`src/rtl/whack_pkg.sv`:
```
// Shared definitions for the whack-a-mole game: keypad geometry, key index
// width and the keypad scanner state encoding.
package whack_pkg;

  localparam int KEY_ROWS  = 4;
  localparam int KEY_COLS  = 4;
  localparam int KEY_IDX_W = 4;
  localparam int ROW_W     = $clog2(KEY_ROWS);
  localparam int COL_W     = $clog2(KEY_COLS);

  typedef enum logic [1:0] {
    KS_SCAN     = 2'd0,
    KS_DEBOUNCE = 2'd1,
    KS_HELD     = 2'd2
  } ks_state_e;

  // Key index is row-major: row * KEY_COLS + col.
  function automatic logic [KEY_IDX_W-1:0] key_idx(input logic [ROW_W-1:0] row,
                                                   input logic [COL_W-1:0] col);
    return {row, col};
  endfunction

endpackage

```
`src/rtl/keypad_scanner_if.sv`:
```
// Keypad pins plus the debounced key stream handed to the game logic.
interface keypad_scanner_if;
  import whack_pkg::*;

  logic [KEY_ROWS-1:0]  row_in;
  logic [KEY_COLS-1:0]  col_out;
  logic                 key_en;
  logic [KEY_IDX_W-1:0] key_index;
  logic                 key_held;

  // master: the scanner; slave: keypad pins and key consumers.
  modport master (input row_in, output col_out, key_en, key_index, key_held);
  modport slave  (output row_in, input col_out, key_en, key_index, key_held);
endinterface

```
`src/rtl/sync_2ff.sv`:
```
// Width-parameterised two-flop synchronizer for asynchronous level inputs.
module sync_2ff #(
  parameter int              WIDTH   = 1,
  parameter logic [WIDTH-1:0] RST_VAL = '0
) (
  input  logic             clk,
  input  logic             rst,
  input  logic [WIDTH-1:0] din,
  output logic [WIDTH-1:0] dout
);

  logic [WIDTH-1:0] meta_d, meta_q;
  logic [WIDTH-1:0] sync_d, sync_q;

  // Next values: first stage captures the pin, second stage the first.
  always_comb begin
    meta_d = din;
    sync_d = meta_q;
  end

  // Synchronizer flops, reset to the idle level of the input.
  // NOTE: state flops use <= so every flop samples pre-edge values; blocking
  // here would collapse the two stages into one.
  always_ff @(posedge clk or posedge rst) begin
    if (rst) begin
      meta_q <= RST_VAL;
      sync_q <= RST_VAL;
    end else begin
      meta_q <= meta_d;
      sync_q <= sync_d;
    end
  end

  assign dout = sync_q;

endmodule

```
`src/rtl/keypad_scanner.sv`:
```
// 4x4 matrix keypad scanner: walks one low column at a time, samples the
// synchronized rows at the end of each column slot, keeps the lowest pressed
// key per full scan and debounces over whole scans. One key_en pulse per
// accepted press, no auto-repeat.
module keypad_scanner
  import whack_pkg::*;
#(
  parameter int SCAN_DIV       = 50000,
  parameter int DEBOUNCE_SCANS = 4
) (
  input  logic             clk,
  input  logic             rst,
  keypad_scanner_if.master bus
);

  localparam int SLOT_W = $clog2(SCAN_DIV);
  localparam int CNT_W  = $clog2(DEBOUNCE_SCANS + 1);

  localparam logic [SLOT_W-1:0] SLOT_LAST = SLOT_W'(SCAN_DIV - 1);
  localparam logic [CNT_W-1:0]  CNT_DONE  = CNT_W'(DEBOUNCE_SCANS);
  localparam logic [CNT_W-1:0]  CNT_ONE   = CNT_W'(1);
  localparam logic [COL_W-1:0]  COL_LAST  = COL_W'(KEY_COLS - 1);

  // Synchronized rows (active-low, idle high).
  logic [KEY_ROWS-1:0] row_sync;

  // Slot timing and column walk.
  logic [SLOT_W-1:0] slot_d, slot_q;
  logic [COL_W-1:0]  col_d, col_q;
  logic [KEY_COLS-1:0] col_out;

  // Per-scan accumulator: lowest active key seen so far in this scan.
  logic                 acc_hit_d, acc_hit_q;
  logic [KEY_IDX_W-1:0] acc_idx_d, acc_idx_q;

  // Debounce FSM and outputs.
  ks_state_e            state_d, state_q;
  logic [KEY_IDX_W-1:0] cand_d, cand_q;
  logic [CNT_W-1:0]     cnt_d, cnt_q;
  logic                 key_en_d, key_en_q;
  logic [KEY_IDX_W-1:0] key_index_d, key_index_q;
  logic                 key_held_d, key_held_q;

  // Combinational scan helpers.
  logic                 sample;
  logic                 commit;
  logic                 col_hit;
  logic [KEY_IDX_W-1:0] col_idx;
  logic                 scan_hit;
  logic [KEY_IDX_W-1:0] scan_idx;
  logic [CNT_W-1:0]     cnt_inc;

  sync_2ff #(
    .WIDTH   (KEY_ROWS),
    .RST_VAL ({KEY_ROWS{1'b1}})
  ) u_row_sync (
    .clk  (clk),
    .rst  (rst),
    .din  (bus.row_in),
    .dout (row_sync)
  );

  // Drive exactly one column low.
  always_comb begin
    col_out        = '1;
    col_out[col_q] = 1'b0;
  end

  // Sample point, commit point and lowest active key in the driven column,
  // merged with what the earlier columns of this scan found.
  always_comb begin
    // NOTE: every always_comb output gets a default first, so no path can
    // leave a value unassigned and infer a latch.
    sample   = (slot_q == SLOT_LAST);
    commit   = sample && (col_q == COL_LAST);
    col_hit  = 1'b0;
    col_idx  = '0;
    // Walk rows high to low so the lowest active row ends up winning.
    for (int r = KEY_ROWS - 1; r >= 0; r--) begin
      if (!row_sync[r]) begin
        col_hit = 1'b1;
        col_idx = key_idx(ROW_W'(r), col_q);
      end
    end
    scan_hit = acc_hit_q | col_hit;
    if (acc_hit_q && (!col_hit || (acc_idx_q < col_idx))) begin
      scan_idx = acc_idx_q;
    end else begin
      scan_idx = col_idx;
    end
  end

  // Slot counter, column advance and scan accumulation.
  always_comb begin
    slot_d    = slot_q + 1'b1;
    col_d     = col_q;
    acc_hit_d = acc_hit_q;
    acc_idx_d = acc_idx_q;
    if (sample) begin
      slot_d = '0;
      col_d  = col_q + 1'b1;
      if (commit) begin
        acc_hit_d = 1'b0;
        acc_idx_d = '0;
      end else begin
        acc_hit_d = scan_hit;
        acc_idx_d = scan_idx;
      end
    end
  end

  // Debounce FSM, stepped once per committed scan.
  always_comb begin
    state_d     = state_q;
    cand_d      = cand_q;
    cnt_d       = cnt_q;
    key_en_d    = 1'b0;
    key_index_d = key_index_q;
    key_held_d  = key_held_q;
    cnt_inc     = (cnt_q == CNT_DONE) ? cnt_q : cnt_q + 1'b1;

    if (commit) begin
      unique case (state_q)
        KS_SCAN: begin
          if (scan_hit) begin
            cand_d = scan_idx;
            if (CNT_DONE == CNT_ONE) begin
              key_index_d = scan_idx;
              key_en_d    = 1'b1;
              key_held_d  = 1'b1;
              cnt_d       = '0;
              state_d     = KS_HELD;
            end else begin
              cnt_d   = CNT_ONE;
              state_d = KS_DEBOUNCE;
            end
          end
        end
        KS_DEBOUNCE: begin
          if (!scan_hit) begin
            cnt_d   = '0;
            state_d = KS_SCAN;
          end else if (scan_idx == cand_q) begin
            if (cnt_inc == CNT_DONE) begin
              key_index_d = cand_q;
              key_en_d    = 1'b1;
              key_held_d  = 1'b1;
              cnt_d       = '0;
              state_d     = KS_HELD;
            end else begin
              cnt_d = cnt_inc;
            end
          end else begin
            // A different key took over: restart the debounce on it.
            cand_d = scan_idx;
            cnt_d  = CNT_ONE;
          end
        end
        KS_HELD: begin
          // Any key keeps the hold alive; a second key is never accepted here.
          if (scan_hit) begin
            cnt_d = '0;
          end else if (cnt_inc == CNT_DONE) begin
            cnt_d      = '0;
            key_held_d = 1'b0;
            state_d    = KS_SCAN;
          end else begin
            cnt_d = cnt_inc;
          end
        end
        default: begin
          cnt_d   = '0;
          state_d = KS_SCAN;
        end
      endcase
    end
  end

  // State register for timing, accumulator, FSM and outputs.
  always_ff @(posedge clk or posedge rst) begin
    if (rst) begin
      slot_q      <= '0;
      col_q       <= '0;
      acc_hit_q   <= 1'b0;
      acc_idx_q   <= '0;
      state_q     <= KS_SCAN;
      cand_q      <= '0;
      cnt_q       <= '0;
      key_en_q    <= 1'b0;
      key_index_q <= '0;
      key_held_q  <= 1'b0;
    end else begin
      slot_q      <= slot_d;
      col_q       <= col_d;
      acc_hit_q   <= acc_hit_d;
      acc_idx_q   <= acc_idx_d;
      state_q     <= state_d;
      cand_q      <= cand_d;
      cnt_q       <= cnt_d;
      key_en_q    <= key_en_d;
      key_index_q <= key_index_d;
      key_held_q  <= key_held_d;
    end
  end

  assign bus.col_out   = col_out;
  assign bus.key_en    = key_en_q;
  assign bus.key_index = key_index_q;
  assign bus.key_held  = key_held_q;

endmodule

```
`src/flat_wrapper.sv`:
```
// flat-port wrapper written by rule: the top's interface ports become plain ports
module keypad_scanner_flat import whack_pkg::*;
#(
  parameter int SCAN_DIV       = 50000,
  parameter int DEBOUNCE_SCANS = 4
)
  (clk, rst, bus_row_in, bus_col_out, bus_key_en, bus_key_index, bus_key_held);
  keypad_scanner_if bus_i ();
  input  logic clk;
  input  logic rst;
  input wire logic [$bits(bus_i.row_in)-1:0] bus_row_in;
  output wire logic [$bits(bus_i.col_out)-1:0] bus_col_out;
  output wire logic [$bits(bus_i.key_en)-1:0] bus_key_en;
  output wire logic [$bits(bus_i.key_index)-1:0] bus_key_index;
  output wire logic [$bits(bus_i.key_held)-1:0] bus_key_held;
  assign bus_i.row_in = bus_row_in;
  assign bus_col_out = bus_i.col_out;
  assign bus_key_en = bus_i.key_en;
  assign bus_key_index = bus_i.key_index;
  assign bus_key_held = bus_i.key_held;
  keypad_scanner #(.SCAN_DIV(SCAN_DIV), .DEBOUNCE_SCANS(DEBOUNCE_SCANS)) u_core (.clk(clk), .rst(rst), .bus(bus_i));
endmodule
```
`config.mk`:
```
export PLATFORM = sky130hd
export DESIGN_NAME = keypad_scanner_flat
export DESIGN_NICKNAME = d
export VERILOG_FILES = /design/src/rtl/whack_pkg.sv /design/src/rtl/keypad_scanner_if.sv /design/src/rtl/sync_2ff.sv /design/src/rtl/keypad_scanner.sv /design/src/flat_wrapper.sv
export SDC_FILE = /design/constraint.sdc
export NUM_CORES = 1
export LEC_CHECK = 0
export ABC_AREA = 0
export CAP_MARGIN = 20
export CORE_MARGIN = 1
export CORE_UTILIZATION = 42
export DETAILED_ROUTE_END_ITERATION = 6
export SLEW_MARGIN = 40
export SYNTH_ARGS = -nofsm -noshare
export SYNTH_HDL_FRONTEND = slang
export SYNTH_SLANG_ARGS = --single-unit
```
`constraint.sdc`:
```
create_clock -name clk -period 6 [get_ports clk]
set_input_delay 1.2 -clock clk [delete_from_list [all_inputs] [get_ports clk]]
set_output_delay 1.2 -clock clk [all_outputs]
set_load 0.03 [all_outputs]
```
==> out/results.txt <==
Die W: 76.80 um
WP data required: 6.18 ns
commonest non-fill, non-tap cell in the layout: dfrtp_1
WP data arrival: 3.43 ns
Post-Synth Simple-Gate Area: 19.28%
Syn-to-layout area delta: 12.67%
antenna viol nets, final: 0
multiplexer area fraction after synthesis: 2.875%
Max Cap Violations: 0
TritonCTS clock tree: built
PD cells: 193.2 nW/um^2
HPWL Detailed: 2889 um
syn avg cell area: 10.26 sq um
grt met2 use: 25.18%
n_diodes: 0
most frequent cells in the layout: dfrtp_1 (38), nand2_1 (25), o21ai_0 (17), clkdlybuf4s50_1 (15)
synthesized area: 2350 sq um
Max Clock Freq: 0.3075 GHz
largest family of logic cells by synthesized area: simple AND/OR/NAND/NOR gates
Final Util: 50.55%
Core ar.: 5238 sq um
CTS hold repair buffers: 0
Post-Synth Adder-Cell Area: 5.325%
H-tree levels: 2
gr busiest metal: met2
final count of negative-setup-slack endpoints: 0
Initial Utilization: 44.86%
nets@finish: 262
unique cell type count in the Yosys netlist: 42
Overflow after GRT: 0
All-Layer GR Usage: 15.55%
Max transition margin: 53.77%
flops & latches, synth: 46
CTS max path bufs: 2
RSZ-0062 raised after global routing: false
GPL Wtd Cong: 0.8818
DRC viols: 0
Vias: 1,649
Post-CTS Repair Setup Buffers: 0
Post-Route Setup TNS: 0 ns
CP Class: flip-flop to flip-flop
DRT iter0 DRCs: 76
crit share post-route: 54.20%
Die ar.: 5897 sq um
initial antenna violation count: 0
crit path max fanout: 8
Setup crit end kind: flip-flop
I/O Pins: 16
clk_lat worst skew: 0.29 ns
post-cts gate resize count: 0
Setup Skew: 0.007708 ns
Post-synth top flop: dfrtp_1
# rows: 26
Leak Pwr: 1.159 nW
Peak VDD IR: 0.1137 mV
Clock Tree Root: clkbuf_8
Vias/cell: 5.218
EDFF count, synth: 0
port bufs: 15
status: completed
vias in the first global route: 1,572
clock edge transition at the registers on the reported setup and hold paths: 0.08 ns
Tmin final: 3.252 ns
CTS sink cnt: 46
CTS Buf Count: 5
share of post-route cells with drive strength above 1: 11.79%
Worst Hold Class: flip-flop to flip-flop
Hold Vio Cnt, Final: 0
crit start category: flip-flop
met3 usage: 3.571%
pin count of the biggest net entering global routing: 47
GRT met1 Usage: 20.87%
Compound-Gate Fraction of Synth Area: 13.58%
Routed WL per cell: 12.72 um
Post-Synth XOR/XNOR Area: 6.337%
Yosys warnings: 0
drt total wl: 4019 um
global-route wire length before repair: 7300 um
Slew Limit Fails: 0
Die Height: 76.80 um
worst-margin pin slew: 0.6935 ns
Pre-Repair DR Iteration Count: 4
sequential-to-total area share from yosys stat: 49.41%
Cells after Synth: 229
Synth Net Count: 245
Synth async-reset ratio: 100.0%
## final timing paths
path / start / endpoint / slack [ns] / depth (start not counted)
max: u_core.u_row_sync.dout[1]$_DFF_PP1_ / u_core.bus.key_index[2]$_DFFE_PP0P_ / 2.75 / 10
min: u_core.u_row_sync.meta_q[2]$_DFF_PP1_ / u_core.u_row_sync.dout[2]$_DFF_PP1_ / 0.36 / 0
max reg2reg: u_core.u_row_sync.dout[1]$_DFF_PP1_ / u_core.bus.key_index[2]$_DFFE_PP0P_ / 2.75 / 10
min reg2reg: u_core.u_row_sync.meta_q[2]$_DFF_PP1_ / u_core.u_row_sync.dout[2]$_DFF_PP1_ / 0.36 / 0
max in group asynchronous: rst / u_core.u_row_sync.dout[0]$_DFF_PP1_ / 4.30 / 2
min in group asynchronous: rst / u_core.slot_q[12]$_DFF_PP0_ / 1.30 / 2
## critical path, cell delays in order, from the launching register on
cell and delay (ns):
dfstp_2 0.57, nand4_2 0.22, nand2_1 0.16, ha_1 0.24
o211ai_2 0.21, o21ai_0 0.14, a21boi_0 0.37, a21oi_1 0.18
xnor2_1 0.25, nor4_4 0.42, mux2_2 0.38
## metrics by stage
step           power, mW  cells  hold WS (ns)  setup WS (ns)  instance area (sq um)
2_1_floorplan     0.3354    229        0.3452          3.033                   2350
3_3_place_gp      0.3427    309        0.3456          2.828                   2569
3_5_place_dp      0.3431    309        0.3468          2.766                   2571
4_1_cts           0.5191    316        0.3581          2.740                   2648
5_1_grt           0.5394    316        0.3659          2.402                   2648
6_report          0.5114    316        0.3575          2.748                   2648
## kinds of logic after synthesis
group | Yosys count
AND/OR/NAND/NOR | 82
AO/OA/AOI/OAI | 48
adder cells (fa/ha/maj) | 10
XOR/XNOR | 17
buffers and inverters | 20
multiplexers | 6
flip-flops | 46
## cell type report
class                           count  area, sq um
Clock buffer                        7        76.32
Fill cell                         479         2590
Tap cell                           70        87.58
Multi-Input combinational cell    163         1114
Timing Repair Buffer               15        150.1
Sequential cell                    46         1161
Inverter                           15        58.81
## cell usage after synthesis (all sizes together) (4+ instances only)
master  count  area share [%]
and3        7             1.9
nor2       14             2.2
and2        4             1.2
nand3       7             1.5
ha         10             5.3
xor2       10             3.7
o21ai      17             3.6
inv        15             2.4
xnor2       7             2.6
nor3        4            0.85
a21oi      12             2.6
dfrtp      38              40
mux2        6             2.9
nor2b       4             1.1
nand2      25             4.0
dfstp       8             8.9
nor4        4             1.7
o211ai      6             2.3
## flip-flops by register name (all words and copies together) (netlist names), 2 cells and up
register,count
u_core.slot_q,16
u_core.acc_idx_q,4
u_core.bus.key_index,4
u_core.cand_q,4
u_core.u_row_sync.dout,4
u_core.u_row_sync.meta_q,4
u_core.cnt_q,3
u_core.col_q,2
u_core.state_q,2
## where the power goes
part / total (mW) / switching (mW) / internal, mW
Clock: 0.175 / 0.0946 / 0.0803
Combinational: 0.0199 / 0.0131 / 0.00687
Sequential: 0.317 / 0.00180 / 0.315
## layer usage
metal / part of all wire, % / up-vias
li1: - / 829
met1: 48 / 790
met2: 48 / 25
met3: 2.9 / 5
met4: 0.72 / 0
met5: 0 / -
(Power assumes the default switching activity.)
